`src/rtl/dma_pkg.sv`:
```
// Shared types and default sizes for the memory-to-memory DMA block.
package dma_pkg;

  localparam int unsigned DMA_SIZE_DEF = 3;
  localparam int unsigned DMD_SIZE_DEF = 4;

  typedef enum logic [1:0] {
    IDLE = 2'd0,
    RD   = 2'd1,
    WR   = 2'd2,
    DONE = 2'd3
  } dma_state_t;

endpackage

```
`src/rtl/dma_addr_gen.sv`:
```
// Loadable address pointer with increment enable; wraps naturally at 2**AW.
module dma_addr_gen #(
  parameter int unsigned AW = 3
) (
  input  logic          clk,
  input  logic          rst,
  input  logic          load,
  input  logic [AW-1:0] load_val,
  input  logic          inc,
  output logic [AW-1:0] ptr
);

  always_ff @(posedge clk) begin
    if (rst) begin
      ptr <= '0;
    end else if (load) begin
      ptr <= load_val;
    end else if (inc) begin
      ptr <= ptr + AW'(1);
    end
  end

endmodule

```
`src/rtl/dma_mem_xfer.sv`:
```
// Memory-to-memory copy engine: one read then one write per word.
// Optional running XOR of written words enabled by DMA_CHECKSUM_EN.
module dma_mem_xfer
  import dma_pkg::*;
#(
  parameter int unsigned DMA_SIZE = DMA_SIZE_DEF,
  parameter int unsigned DMD_SIZE = DMD_SIZE_DEF
) (
  input  logic                clk,
  input  logic                rst,
  input  logic                start,
  input  logic [DMA_SIZE-1:0] src_base,
  input  logic [DMA_SIZE-1:0] dst_base,
  input  logic [DMA_SIZE:0]   count,
  output logic                busy,
  output logic                done,
  output logic                src_cslt,
  output logic                src_wrb,
  output logic [DMA_SIZE-1:0] src_add,
  input  logic [DMD_SIZE-1:0] src_dt,
  output logic                dst_cslt,
  output logic                dst_wrb,
  output logic [DMA_SIZE-1:0] dst_add,
  output logic [DMD_SIZE-1:0] dst_dt
`ifdef DMA_CHECKSUM_EN
  ,
  output logic [DMD_SIZE-1:0] checksum
`endif
);

  localparam int unsigned CW = DMA_SIZE + 1;

  dma_state_t           state, next_state;
  logic [CW-1:0]        remaining;
  logic [DMA_SIZE-1:0]  src_ptr, dst_ptr;
  logic                 accept, step;

  assign accept = (state == IDLE) && start;
  assign step   = (state == WR);

  always_ff @(posedge clk) begin
    if (rst) begin
      state     <= IDLE;
      remaining <= '0;
    end else begin
      state <= next_state;
      if (accept) begin
        remaining <= count;
      end else if (step) begin
        remaining <= remaining - CW'(1);
      end
    end
  end

  always_comb begin
    next_state = state;
    unique case (state)
      IDLE: if (start) next_state = (count != '0) ? RD : DONE;
      RD:   next_state = WR;
      WR:   next_state = (remaining == CW'(1)) ? DONE : RD;
      DONE: next_state = IDLE;
      default: next_state = IDLE;
    endcase
  end

  // Strobes are masked by rst so an access in the reset cycle is aborted, not completed.
  always_comb begin
    src_cslt = 1'b0;
    src_wrb  = 1'b0;
    src_add  = '0;
    dst_cslt = 1'b0;
    dst_wrb  = 1'b0;
    dst_add  = '0;
    dst_dt   = '0;
    unique case (state)
      RD: begin
        src_cslt = !rst;
        src_add  = src_ptr;
      end
      WR: begin
        dst_cslt = !rst;
        dst_wrb  = !rst;
        dst_add  = dst_ptr;
        dst_dt   = src_dt;
      end
      default: ;
    endcase
  end

  assign busy = (state != IDLE);
  assign done = (state == DONE);

  dma_addr_gen #(.AW(DMA_SIZE)) u_src_ptr (
    .clk      (clk),
    .rst      (rst),
    .load     (accept),
    .load_val (src_base),
    .inc      (step),
    .ptr      (src_ptr)
  );

  dma_addr_gen #(.AW(DMA_SIZE)) u_dst_ptr (
    .clk      (clk),
    .rst      (rst),
    .load     (accept),
    .load_val (dst_base),
    .inc      (step),
    .ptr      (dst_ptr)
  );

`ifdef DMA_CHECKSUM_EN
  always_ff @(posedge clk) begin
    if (rst || accept) begin
      checksum <= '0;
    end else if (step) begin
      checksum <= checksum ^ src_dt;
    end
  end
`endif

endmodule

```
`config.mk`:
```
export PLATFORM = sky130hd
export DESIGN_NAME = dma_mem_xfer
export DESIGN_NICKNAME = d
export VERILOG_FILES = /design/src/rtl/dma_pkg.sv /design/src/rtl/dma_addr_gen.sv /design/src/rtl/dma_mem_xfer.sv
export SDC_FILE = /design/constraint.sdc
export NUM_CORES = 1
export LEC_CHECK = 0
export ABC_AREA = 0
export CAP_MARGIN = 0
export CORE_ASPECT_RATIO = 0.9
export CORE_MARGIN = 2
export CORE_UTILIZATION = 47
export CTS_BUF_LIST = sky130_fd_sc_hd__clkbuf_4 sky130_fd_sc_hd__clkbuf_8
export CTS_CLUSTER_DIAMETER = 30
export DETAILED_ROUTE_END_ITERATION = 8
export GPL_ROUTABILITY_DRIVEN = 1
export MAX_ROUTING_LAYER = met4
export PLACE_DENSITY = 0.88
export SKIP_LAST_GASP = 1
export SLEW_MARGIN = 15
export SYNTH_ARGS = -nofsm -noshare
export SYNTH_HDL_FRONTEND = slang
export SYNTH_SLANG_ARGS = --single-unit
```
`constraint.sdc`:
```
create_clock -name clk -period 2.2 [get_ports clk]
set_input_delay 0.44 -clock clk [delete_from_list [all_inputs] [get_ports clk]]
set_output_delay 0.44 -clock clk [all_outputs]
set_load 0.02 [all_outputs]
```
==> impl_metrics.env <==
export IMPL_vias=829
export IMPL_synth_top_cells_by_area="dfxtp_1 (30%), and2_1 (7.9%), ha_1 (6.3%), a211oi_1 (3.8%), nor2_1 (3.8%)"
export IMPL_synth_nets=115
export IMPL_maxSlewViolCount=0
export IMPL_fin_skew_ns=0.00237
export IMPL_arrival_ns=1.73
export IMPL_vias_per_cell=5.35
export IMPL_required_ns=1.76
export IMPL_status="complete, no violations"
export IMPL_finalHoldViolCount=0
export IMPL_clkSinkCount=12
export IMPL_nNetsFinal=153
export IMPL_routed_wl_met2_um=1070
export IMPL_synth_cell_type_count=38
export IMPL_ys_ff_latch=12
export IMPL_fillers=125
export IMPL_power_density_nw_per_um2=537
export IMPL_wl_met1_um=915
export IMPL_routed_wl_um=2140
export IMPL_antenna_cells=0
export IMPL_cts_tree="built"
export IMPL_crit_type="register to output port"
export IMPL_end_kind="output port"
export IMPL_internal_power_uw=441
export IMPL_multi_input_area_um2=493
export IMPL_ios=33
export IMPL_cts_buffers=3
export IMPL_route_met3_wl_um=124
export IMPL_hold_worst_slack_ns=0.521
export IMPL_grt_pass1_wl_um=3370
export IMPL_syn_area_per_cell_um2=8.43
export IMPL_syn_area_um2=792
export IMPL_coreArea_um2=1630
export IMPL_min_path_type="register to register"
export IMPL_grt_pass1_vias=773
export IMPL_rsz0062_at_grt="yes"
export IMPL_drc_errors=0
export IMPL_initial_utilization=0.486
export IMPL_die_y_um=42.9
export IMPL_finalSetupViolCount=0
export IMPL_sw_frac_of_total=0.313
export IMPL_cts_max_level=1
export IMPL_synthCells=94
export IMPL_power_switching_uw=201
export IMPL_fin_setup_tns_ns=0
export IMPL_placed_area_um2=1160
export IMPL_gp_congestion=0.805
export IMPL_yosysTopAreaCell="dfxtp_1"
export IMPL_root_buffer="clkbuf_4"
export IMPL_stdcell_area_um2=1200
export IMPL_antenna_found_initial=0
export IMPL_cp_start_kind="register"
export IMPL_highest_layer="met4"
export IMPL_p_clk_frac=0.296
export IMPL_yosysWarnings=0
export IMPL_drive_above_1_share=0.176
export IMPL_track_usage=0.240
export IMPL_die_w_um=47.3
export IMPL_area_growth_pct=51.0
export IMPL_vdd_drop_max_v=0.000434
export IMPL_crit_fanout=6
export IMPL_seq_area_um2=241
export IMPL_fin_crit_sh=0.985
export IMPL_drtIter0Drc=33
export IMPL_die_area_um2=2030
export IMPL_first_pass_iters=4
export IMPL_row_count=14
export IMPL_max_freq_mhz=462
export IMPL_layout_min_cycle_time_ns=2.17
export IMPL_synth_seq_area_share=0.303
export IMPL_clk_latency_ns=0.29
export IMPL_share_comb_of_total_power=0.297
export IMPL_synth_top_area_share=0.303
export IMPL_clk_pin_slew_ns=0.08
export IMPL_final_common_cell="clkdlybuf4s50_1"
export IMPL_globalRoute_totalOverflow=0
export IMPL_wl_per_cell_um=13.8
export IMPL_clockBufferDepth=2
export IMPL_grt_max_degree=9
export IMPL_postCtsSetupBuffers=0
export IMPL_maxCapViolCount=0
export IMPL_port_buffers=31
export IMPL_final_antenna_net_count=0
export IMPL_dp_hpwl_um=1650
export IMPL_layout_common_cells="clkdlybuf4s50_1 (21), dfxtp_1 (11), and2_1 (10), buf_4 (10), dlygate4sd2_1 (9)"
export IMPL_p_seq_frac=0.407
export IMPL_p_leak_nw=0.545
[worst max-delay path, cell delays in order, from the launching register on]
cell             delay, ns
dfxtp_1               0.47
inv_1                 0.10
buf_4                 0.17
nor2_1                0.09
clkdlybuf4s50_1       0.61
[kinds of logic after synthesis]
kind of cell | share of synthesized area
buf+inv | 0.0869
fa+ha+maj | 0.0632
xor+xnor | 0.0332
compound gates | 0.253
simple gates | 0.256
flops | 0.303
other cells | 0.00473
[area by class of cell]
class | instances | share of cell area
repair buffers | 41 | 0.315
flip-flops and latches | 12 | 0.202
clock buffers | 4 | 0.0303
multi-input cells | 69 | 0.412
inverters | 5 | 0.0157
well taps | 24 | 0.0251
[metal layers]
metal,up-vias,global-route usage
li1,406,-
met1,377,0.297
met2,42,0.395
met3,4,0.0255
met4,0,0.0833
met5,-,-
[through the flow]
stage | cells | setup WS [ns] | util | total power, mW
finish | 155 | 0.0336 | 0.734 | 0.643
global route | 155 | -0.0436 | 0.734 | 0.671
CTS | 155 | 0.0186 | 0.730 | 0.639
detailed placement | 151 | -0.0834 | 0.710 | 0.454
global placement | 151 | -0.0669 | 0.710 | 0.447
floorplan | 94 | 0.373 | - | 0.372
[sequential cells by signal, summed over array words and instances, names as in the netlist]
name / flops
remaining: 4
state: 2
u_dst_ptr.ptr: 3
u_src_ptr.ptr: 3
[power by group through the flow]
stage               Combinational [mW]  Sequential, mW  Clock (mW)
floorplan                        0.115           0.257           0
global placement                 0.185           0.262           0
detailed placement               0.191           0.263           0
CTS                              0.190           0.260       0.190
global route                     0.208           0.264       0.199
finish                           0.191           0.262       0.191
[path summary, 6_finish.rpt]
check	start	end	slack, ns	depth (start not counted)
setup / recovery	state[1]$_SDFFE_PP0P_	done	0.03	4
hold / removal	u_src_ptr.ptr[2]$_SDFFE_PP0P_	u_src_ptr.ptr[2]$_SDFFE_PP0P_	0.52	2
setup reg to reg	state[1]$_SDFFE_PP0P_	remaining[2]$_SDFFE_PP0P_	0.75	4
hold reg to reg	u_src_ptr.ptr[2]$_SDFFE_PP0P_	u_src_ptr.ptr[2]$_SDFFE_PP0P_	0.52	2
[timing repair]
action                     CTS  global route
gates cloned                 0             0
resized for setup           12             2
setup endpoints to repair   13             4
hold buffers                 0             0
[Yosys cell counts (all sizes together)]
library cell / number
conb: 1
o21ba: 1
or3b: 1
nor2: 8
nand3b: 3
a311oi: 1
clkbuf: 1
nor3b: 1
a31oi: 1
o31ai: 1
o22ai: 3
nand2b: 1
nand3: 1
a21o: 2
a211oi: 6
ha: 4
a21oi: 5
nor3: 3
nor2b: 2
xnor2: 1
xor2: 2
clkinv: 1
a2bb2oi: 1
o2bb2ai: 1
nand2: 2
or2b: 1
a22oi: 1
and2: 10
o21ai: 2
dfxtp: 12
o21bai: 1
a221oi: 1
inv: 4
or4b: 1
buf: 7
Power figures use the tool's default switching activity.
